--- src/rtl/rvx_core_branch_predictor_if.sv ---
// rvx_core_branch_predictor_if
//   Groups the fetch-stage prediction port, the s1 resolve port and the
//   statistics outputs of the branch predictor into one bundle.
//   master : drives pc_s0 and the s1 instruction fields, observes results.
//   slave  : the predictor itself.
interface rvx_core_branch_predictor_if #(
    parameter int XLEN       = 32,
    parameter int STAT_WIDTH = 32
) ();
    // s0 (fetch) prediction
    logic [XLEN-1:0]       pc_s0;
    logic                  predict_taken_s0;
    // s1 resolve
    logic                  valid_s1;
    logic [XLEN-1:0]       pc_s1;
    logic                  branch_s1;
    logic                  jump_s1;
    logic [2:0]            funct3_s1;
    logic [XLEN-1:0]       rs1_data_s1;
    logic [XLEN-1:0]       rs2_data_s1;
    logic                  predicted_taken_s1;
    logic                  take_branch_s1;
    logic                  mispredict_s1;
    // statistics for the CSR block
    logic [STAT_WIDTH-1:0] branch_count;
    logic [STAT_WIDTH-1:0] mispredict_count;

    modport master (
        output pc_s0, valid_s1, pc_s1, branch_s1, jump_s1, funct3_s1,
               rs1_data_s1, rs2_data_s1, predicted_taken_s1,
        input  predict_taken_s0, take_branch_s1, mispredict_s1,
               branch_count, mispredict_count
    );

    modport slave (
        input  pc_s0, valid_s1, pc_s1, branch_s1, jump_s1, funct3_s1,
               rs1_data_s1, rs2_data_s1, predicted_taken_s1,
        output predict_taken_s0, take_branch_s1, mispredict_s1,
               branch_count, mispredict_count
    );
endinterface

--- src/rtl/rvx_core_branch_predictor.sv ---
// rvx_core_branch_predictor
//   XLEN-wide branch resolver plus a BHT of 2-bit saturating counters.
//   s0: combinational taken/not-taken prediction for pc_s0.
//   s1: combinational branch/jump resolution and mispredict flag; on the
//       clock edge the BHT entry of pc_s1 is trained and the saturating
//       branch / mispredict statistics counters are advanced.
// Ports:
//   clock  - core clock, rising edge
//   reset  - asynchronous, active-high
//   bus    - slave side of rvx_core_branch_predictor_if
module rvx_core_branch_predictor #(
    parameter int         XLEN           = 32,
    parameter int         BHT_DEPTH      = 64,
    parameter logic [1:0] COUNTER_INIT   = 2'b01,
    parameter bit         PREDICT_ENABLE = 1'b1,
    parameter int         STAT_WIDTH     = 32
) (
    input  logic                          clock,
    input  logic                          reset,
    rvx_core_branch_predictor_if.slave    bus
);
    localparam int IDX_W = $clog2(BHT_DEPTH);

    logic [1:0]       bht [BHT_DEPTH];
    logic [IDX_W-1:0] idx_s0;
    logic [IDX_W-1:0] idx_s1;
    logic             eq;
    logic             ltu;
    logic             lt;
    logic             cond;
    logic             resolve;
    logic             train;
    logic             mispredict;

    // Index drops the halfword/byte bits; upper PC bits alias onto the table.
    assign idx_s0 = bus.pc_s0[IDX_W+1:2];
    assign idx_s1 = bus.pc_s1[IDX_W+1:2];

    logic unused_pc_bits;
    assign unused_pc_bits = ^{bus.pc_s0[XLEN-1:IDX_W+2], bus.pc_s0[1:0],
                              bus.pc_s1[XLEN-1:IDX_W+2], bus.pc_s1[1:0]};

    // No bypass: a same-cycle write to idx_s0 is seen only next cycle.
    assign bus.predict_taken_s0 = PREDICT_ENABLE & bht[idx_s0][1];

    // Signed compare reuses the unsigned one: when the sign bits differ the
    // negative operand (MSB set) is the smaller one.
    assign eq  = (bus.rs1_data_s1 == bus.rs2_data_s1);
    assign ltu = (bus.rs1_data_s1 <  bus.rs2_data_s1);
    assign lt  = (bus.rs1_data_s1[XLEN-1] != bus.rs2_data_s1[XLEN-1])
               ? bus.rs1_data_s1[XLEN-1] : ltu;

    always_comb begin
        cond = 1'b0;
        case (bus.funct3_s1)
            3'b000:  cond = eq;
            3'b001:  cond = ~eq;
            3'b100:  cond = lt;
            3'b101:  cond = ~lt;
            3'b110:  cond = ltu;
            3'b111:  cond = ~ltu;
            default: cond = 1'b0;
        endcase
    end

    // A jump overrides a simultaneously flagged branch and never mispredicts.
    assign resolve    = bus.valid_s1 & bus.branch_s1 & ~bus.jump_s1;
    assign train      = resolve & PREDICT_ENABLE;
    assign mispredict = resolve & (cond != bus.predicted_taken_s1);

    assign bus.take_branch_s1 = bus.jump_s1 | (bus.branch_s1 & cond);
    assign bus.mispredict_s1  = mispredict;

    always_ff @(posedge clock or posedge reset) begin
        if (reset) begin
            for (int i = 0; i < BHT_DEPTH; i++) bht[i] <= COUNTER_INIT;
        end else if (train) begin
            if (cond) begin
                if (bht[idx_s1] != 2'b11) bht[idx_s1] <= bht[idx_s1] + 2'd1;
            end else begin
                if (bht[idx_s1] != 2'b00) bht[idx_s1] <= bht[idx_s1] - 2'd1;
            end
        end
    end

    // Statistics stick at all-ones instead of wrapping.
    always_ff @(posedge clock or posedge reset) begin
        if (reset) begin
            bus.branch_count     <= '0;
            bus.mispredict_count <= '0;
        end else if (resolve) begin
            if (bus.branch_count != '1)
                bus.branch_count <= bus.branch_count + 1'b1;
            if (mispredict && (bus.mispredict_count != '1))
                bus.mispredict_count <= bus.mispredict_count + 1'b1;
        end
    end
endmodule

--- src/flat_wrapper.sv ---
// flat-port wrapper written by rule: the top's interface ports become plain ports
module rvx_core_branch_predictor_flat 
#(
    parameter int         XLEN           = 32,
    parameter int         BHT_DEPTH      = 64,
    parameter logic [1:0] COUNTER_INIT   = 2'b01,
    parameter bit         PREDICT_ENABLE = 1'b1,
    parameter int         STAT_WIDTH     = 32
)
  (clock, reset, bus_pc_s0, bus_valid_s1, bus_pc_s1, bus_branch_s1, bus_jump_s1, bus_funct3_s1, bus_rs1_data_s1, bus_rs2_data_s1, bus_predicted_taken_s1, bus_predict_taken_s0, bus_take_branch_s1, bus_mispredict_s1, bus_branch_count, bus_mispredict_count);
  rvx_core_branch_predictor_if #(.XLEN(XLEN), .STAT_WIDTH(STAT_WIDTH)) bus_i ();
  input  logic clock;
  input  logic reset;
  input wire logic [$bits(bus_i.pc_s0)-1:0] bus_pc_s0;
  input wire logic [$bits(bus_i.valid_s1)-1:0] bus_valid_s1;
  input wire logic [$bits(bus_i.pc_s1)-1:0] bus_pc_s1;
  input wire logic [$bits(bus_i.branch_s1)-1:0] bus_branch_s1;
  input wire logic [$bits(bus_i.jump_s1)-1:0] bus_jump_s1;
  input wire logic [$bits(bus_i.funct3_s1)-1:0] bus_funct3_s1;
  input wire logic [$bits(bus_i.rs1_data_s1)-1:0] bus_rs1_data_s1;
  input wire logic [$bits(bus_i.rs2_data_s1)-1:0] bus_rs2_data_s1;
  input wire logic [$bits(bus_i.predicted_taken_s1)-1:0] bus_predicted_taken_s1;
  output wire logic [$bits(bus_i.predict_taken_s0)-1:0] bus_predict_taken_s0;
  output wire logic [$bits(bus_i.take_branch_s1)-1:0] bus_take_branch_s1;
  output wire logic [$bits(bus_i.mispredict_s1)-1:0] bus_mispredict_s1;
  output wire logic [$bits(bus_i.branch_count)-1:0] bus_branch_count;
  output wire logic [$bits(bus_i.mispredict_count)-1:0] bus_mispredict_count;
  assign bus_i.pc_s0 = bus_pc_s0;
  assign bus_i.valid_s1 = bus_valid_s1;
  assign bus_i.pc_s1 = bus_pc_s1;
  assign bus_i.branch_s1 = bus_branch_s1;
  assign bus_i.jump_s1 = bus_jump_s1;
  assign bus_i.funct3_s1 = bus_funct3_s1;
  assign bus_i.rs1_data_s1 = bus_rs1_data_s1;
  assign bus_i.rs2_data_s1 = bus_rs2_data_s1;
  assign bus_i.predicted_taken_s1 = bus_predicted_taken_s1;
  assign bus_predict_taken_s0 = bus_i.predict_taken_s0;
  assign bus_take_branch_s1 = bus_i.take_branch_s1;
  assign bus_mispredict_s1 = bus_i.mispredict_s1;
  assign bus_branch_count = bus_i.branch_count;
  assign bus_mispredict_count = bus_i.mispredict_count;
  rvx_core_branch_predictor #(.XLEN(XLEN), .BHT_DEPTH(BHT_DEPTH), .COUNTER_INIT(COUNTER_INIT), .PREDICT_ENABLE(PREDICT_ENABLE), .STAT_WIDTH(STAT_WIDTH)) u_core (.clock(clock), .reset(reset), .bus(bus_i));
endmodule
--- config.mk ---
export PLATFORM = sky130hd
export DESIGN_NAME = rvx_core_branch_predictor_flat
export DESIGN_NICKNAME = d
export VERILOG_FILES = /design/src/rtl/rvx_core_branch_predictor_if.sv /design/src/rtl/rvx_core_branch_predictor.sv /design/src/flat_wrapper.sv
export SDC_FILE = /design/constraint.sdc
export NUM_CORES = 1
export LEC_CHECK = 0
export CAP_MARGIN = 5
export CORE_ASPECT_RATIO = 1.5
export CORE_MARGIN = 2
export CORE_UTILIZATION = 60
export DETAILED_ROUTE_END_ITERATION = 10
export DONT_BUFFER_PORTS = 1
export HOLD_SLACK_MARGIN = 0.02
export PLACE_DENSITY = 0.87
export SLEW_MARGIN = 10
export SYNTH_ARGS = -nofsm -noshare
export SYNTH_HDL_FRONTEND = slang
export SYNTH_SLANG_ARGS = --single-unit
--- constraint.sdc ---
create_clock -name clock -period 13 [get_ports clock]
set_input_delay 2.6 -clock clock [delete_from_list [all_inputs] [get_ports clock]]
set_output_delay 2.6 -clock clock [all_outputs]
set_load 0.01 [all_outputs]
* Yosys cells after proc, flatten, opt, wreduce, memory -nomap -nowiden
Cells that the tools add are included.
** Storage, ports and cells
- Memory bits (writable) :: 0
- Memory bits (read-only) :: 0
- Logic and storage cells :: 120
- Memories kept :: 0
- Input bits :: 137
- Register bits after elaboration :: 192
- Latch bits :: 0
** Operators by class
- Divide/modulo/power cells :: 0
- Add/sub/neg operators :: 4
- $mul :: 0
- Eq/ne operators :: 12
- Reduce and logical (&&, ||, !) cells :: 8
- $lt $le $gt $ge :: 4
- Multiplexer cells :: 15
- Bitwise gates (word level) :: 11
- Shift operators :: 0
** Operators with widths (number)
- $mux 128 :: 3
- $bwmux 128 :: 2
- $add 32x1->32 const B :: 2
- $ne 32x32->1 const B :: 2
- $eq 32x32->1 :: 1
- $lt 32x32->1 :: 1
- $bmux 2 s6 :: 2
- $ge 7x7->1 const B :: 2
- $not 6->7 :: 2
- $demux 2 s6 :: 1
- $eq 3x3->1 const B :: 4
- $mux 2 :: 5
- $lt 7x1->1 const B :: 1
- $pmux 1 s6 :: 1
- $and 1x1->1 :: 4
- $ne 2x2->1 const B :: 2
- $not 1->1 :: 4
- $reduce_and 2->1 :: 2
- $reduce_bool 2->1 :: 2
- $eq 3x1->1 const B :: 1
- $logic_not 3->1 :: 1
- $reduce_and 3->1 :: 1
- $add 2x1->2 const B :: 1
- $logic_and 1x1->1 :: 2
- 4 further kinds :: 5

* Depth between registers and ports, before layout
- Depth in word-level cells :: 8
- Gate-level depth with buffers :: 19
- Depth with buffers taken out :: 14

* Least setup slack after synthesis
No wires, ideal clock.
- Path kind :: input to output
- From :: input port bus_rs2_data_s1[14]
- To :: output port bus_mispredict_s1
- Setup slack :: 5.594 ns
- Stages :: 13
- Data arrival time :: 4.806 ns
- Buffers on the path :: 3
- Data required time :: 10.400 ns
- Path through :: inv_1 -> ha_1 -> a21oi_1 -> nand2_1 -> a221o_1 -> o31ai_2 -> mux2i_1 -> nor3_2 -> buf_6 -> buf_12 -> buf_8 -> xor2_1 -> nor2_1
** On the way
- Word-level cells in the longest chain between the ends :: 6
- Elaborated cells on any way between the ends :: 9
- Those cells by class :: 1 x order compare; 2 x eq/ne; 2 x mux; 4 x bitwise
** RTL lines
- start, declared :: line flat_wrapper.sv:21 : input wire logic [$bits(bus_i.rs2_data_s1)-1:0] bus_rs2_data_s1;
- $lt 32x32->1 :: line rvx_core_branch_predictor.sv:49 : assign ltu = (bus.rs1_data_s1 < bus.rs2_data_s1);
- $mux 1 :: line rvx_core_branch_predictor.sv:51 : ? bus.rs1_data_s1[XLEN-1] : ltu;
- $not 1->1 :: line rvx_core_branch_predictor.sv:59 : 3'b101: cond = ~lt;
- $pmux 1 s6 (*) :: line rvx_core_branch_predictor.sv:55 : case (bus.funct3_s1)
- $ne 1x1->1 (*) :: line rvx_core_branch_predictor.sv:69 : assign mispredict = resolve & (cond != bus.predicted_taken_s1);
- $and 1x1->1 (*) :: line rvx_core_branch_predictor.sv:69
- end, declared :: line flat_wrapper.sv:25 : output wire logic [$bits(bus_i.mispredict_s1)-1:0] bus_mispredict_s1;
Mark *: on every way between the ends. The rest lies on a longest branch, timed or not.

* Worst setup path after layout
- From :: input port bus_rs2_data_s1[31]
- To :: output port bus_mispredict_s1
** On the way
- Word-level cells in the longest chain between the ends :: 6
- Elaborated cells on any way between the ends :: 10
- Those cells by class :: 1 x order compare; 3 x eq/ne; 2 x mux; 4 x bitwise
** RTL lines (line)
- $lt 32x32->1 or $ne 1x1->1 (tied branches) :: rvx_core_branch_predictor.sv:49, rvx_core_branch_predictor.sv:50
- $mux 1 :: rvx_core_branch_predictor.sv:51
- $not 1->1 :: rvx_core_branch_predictor.sv:59
- $pmux 1 s6 (*) :: rvx_core_branch_predictor.sv:55
- $ne 1x1->1 (*) :: rvx_core_branch_predictor.sv:69
- $and 1x1->1 (*) :: rvx_core_branch_predictor.sv:69
Marks and branches as above.

==> metrics.yaml <==
status: "completed"
maxClockFrequency_mhz: 129
post_cts_buffers: 0
cts_tree: "yes"
period_share_pct: 59.5
yosysSeqAreaShare_pct: 38.6
syn_area_mm2: 0.0126
crit_path_end_kind: "primary output"
ctsHoldBuffers: 0
worstMarginPinSlew_ns: 1.12
synth.avg_cell_area_um2: 10.5
setup_tns_ns: 0
hold_path.class: "reg -> reg"
report.final.hold_viol_count: 0
clock_sinks: 192
viasPerCell: 6.67
grtUsageTotal_pct: 28.1
htreeDepth: 4
antennaDiodeCount: 0
skew_ns: 0.0158
rsz0062_at_grt: "false"
grt_first_pass_wirelength_um: 49400
port_buffers: 0
antenna_found_initial: 0
min-delay-start: "u_core.bht[51]$_DFFE_PP0P_"
peakVddDrop_mv: 0.121
die_w_um: 123
synth_edf_count: 0
ys_ff_latch: 192
drive_above_1_share_pct: 21.3
io-pin-count: 204
rows: 65
netlist_instances: 1204
drv_cap: 0
grt_max_degree: 99
regArea_mm2: 0.00488
finish.net_count: 1335
maxSlewViolCount: 0
num_vias: 9624
yosysWarnings: 0
grt_pass1_vias: 10000
drcViolationCount: 0
n_fill_cell: 1584
cts_made_buffers: 17
routed_wl_um: 30700
synth_cell_type_count: 61
area_growth_pct: 4.33
arrival_ns: 5.13
place_congestion: 0.948
p_per_area_mw_per_mm2: 107
core_mm2: 0.0208
grt-ovfl-total: 0
start_util_pct: 60.7
dp_slack_ns: 5.21
wl_per_cell_um: 21.3
synth_flop_cell: "dfrtp_1"
min_period_ns: 7.73
worst-setup-path-type: "in -> out"
first_pass_iters: 8
drt_iter0_markers: 695
die_h_um: 182
slowest_stage: "buf_12"
startpoint: "bus_rs2_data_s1[31]"
multiInputGateArea_mm2: 0.00712
clk_latency_ns: 0.45
root_buffer: "clkbuf_16"
cp-start-kind: "input pin"
cts_resized: 0
async_flop_share_pct: 100
slew_headroom_pct: 25.0
cpPeakStageDelay_ns: 0.48
ant_nets: 0
p_leak_nw: 5.97
power.total_mw: 1.41
worstPathCellList: "inv_1, ha_1, nand4_2, nor4_2, nand3_1, mux2i_1, o211ai_1, nor3_4, buf_12, xor2_1, nor2_1"
dieArea_mm2: 0.0223
setup_ws_ns: 5.27
finalSetupViolCount: 0
cp.required_ns: 10.40
clockBufferDepth: 2
cp_max_fo: 98
dp_hpwl_um: 20700
synth_nets: 1377
clk_pin_slew_worst_paths_ns: 0.07
[cells by family (layout without fill, tap and decap cells)]
kind of cell | Yosys count | in the layout | share of synthesized area [%]
simple gates | 423 | 423 | 16.3
compound gates | 91 | 91 | 5.11
flops | 192 | 192 | 38.6
mux | 281 | 281 | 26.7
xor+xnor | 64 | 64 | 4.58
buf+inv | 117 | 88 | 5.17
fa+ha+maj | 36 | 36 | 3.56
[path summary, 6_finish.rpt]
check	endpoint	slack (ns)	cells past startpoint
min	u_core.bht[51]$_DFFE_PP0P_	0.51	1
max in group asynchronous	u_core.bus.mispredict_count[12]$_DFFE_PP0P_	9.65	2
min reg2reg	u_core.bht[51]$_DFFE_PP0P_	0.51	1
min in group asynchronous	u_core.bus.branch_count[8]$_DFFE_PP0P_	2.11	1
max	bus_mispredict_s1	5.27	11
max reg2reg	u_core.bht[61]$_DFFE_PP0P_	8.57	14
[placed cells by master (no fill, tap or decap), types with 9 or more instances in the layout]
| cell | synthesis | layout |
|---|---|---|
| a22oi_1 | 10 | 10 |
| dfrtp_1 | 128 | 128 |
| xor2_1 | 32 | 32 |
| nand2b_1 | 9 | 9 |
| mux2_1 | 52 | 52 |
| a221oi_1 | 11 | 11 |
| mux2i_1 | 103 | 103 |
| nand4_1 | 26 | 26 |
| o21ai_0 | 11 | 11 |
| inv_1 | 42 | 41 |
| ha_1 | 36 | 36 |
| clkbuf_16 | 0 | 17 |
| buf_4 | 7 | 13 |
| dfstp_2 | 64 | 64 |
| and3_1 | 17 | 17 |
| mux4_2 | 30 | 30 |
| nor2_1 | 57 | 57 |
| xnor2_1 | 31 | 31 |
| nand2_1 | 175 | 175 |
| mux2_2 | 96 | 96 |
| nor3_1 | 31 | 31 |
| a21oi_1 | 26 | 26 |
| nor4_1 | 10 | 10 |
| nand3_1 | 53 | 53 |
[per-layer routing]
layer | vias up | GRT usage (%) | routed length [um]
met1 | 4693 | 31.1 | 10900
li1 | 4237 | - | -
met4 | 0 | 18.1 | 2000
met2 | 540 | 47.2 | 15200
met5 | - | 0 | 0
met3 | 154 | 7.29 | 2670
[synthesized netlist by cell type, drive strengths merged, types with 3 or more instances]
| cell | n | share of area [%] |
|---|---|---|
| nor4 | 14 | 0.96 |
| a221oi | 11 | 0.76 |
| a22o | 4 | 0.28 |
| ha | 36 | 3.6 |
| a21oi | 26 | 1.0 |
| mux4 | 30 | 5.3 |
| o211ai | 3 | 0.18 |
| mux2 | 148 | 13 |
| a31oi | 3 | 0.15 |
| nand4 | 28 | 1.5 |
| nand2 | 175 | 5.2 |
| xor2 | 33 | 2.4 |
| mux2i | 103 | 8.2 |
| and2 | 6 | 0.30 |
| o221ai | 3 | 0.21 |
| a211oi | 4 | 0.24 |
| nor2b | 8 | 0.40 |
| and3 | 17 | 0.84 |
| dfrtp | 128 | 25 |
| inv | 42 | 1.2 |
| o21ai | 11 | 0.44 |
| nor2 | 57 | 1.7 |
| nand2b | 9 | 0.45 |
| a22oi | 10 | 0.59 |
| nand4b | 4 | 0.28 |
| xnor2 | 31 | 2.1 |
| clkbuf | 33 | 0.98 |
| and4 | 8 | 0.55 |
| nand3 | 54 | 2.2 |
| nor3 | 32 | 1.3 |
| buf | 42 | 2.9 |
| dfstp | 64 | 13 |
[critical path, delay by kind of cell]
kind / cells / cell delay (ns)
compound gates: 1 / 0.15
xor+xnor: 1 / 0.13
simple gates: 5 / 1.09
fa+ha+maj: 1 / 0.37
mux: 1 / 0.19
buf+inv: 2 / 0.50
[where the power goes]
| part | switching [mW] | internal (mW) |
|---|---|---|
| Clock | 0.253 | 0.260 |
| Sequential | 0.0440 | 0.645 |
| Combinational | 0.118 | 0.0891 |
| Total | 0.415 | 0.994 |
[area by class of cell]
class / count / area share [%]
Clock buffer: 20 / 3.39
Sequential cell: 192 / 37.0
Inverter: 42 / 1.23
Clock inverter: 12 / 0.901
Tap cell: 268 / 2.54
Timing Repair Buffer: 14 / 0.892
Multi-Input combinational cell: 895 / 54.0
[per-stage QoR]
stage,instance area (um^2),utilization (%),std cells,hold WS (ns)
after global routing,13200,63.3,1443,0.539
after floorplan,12600,-,1204,0.470
final,13200,63.3,1443,0.509
after global placement,12600,60.6,1411,0.491
after CTS,13200,63.3,1443,0.507
after detailed placement,12600,60.6,1411,0.491
Power figures use the tool's default switching activity.
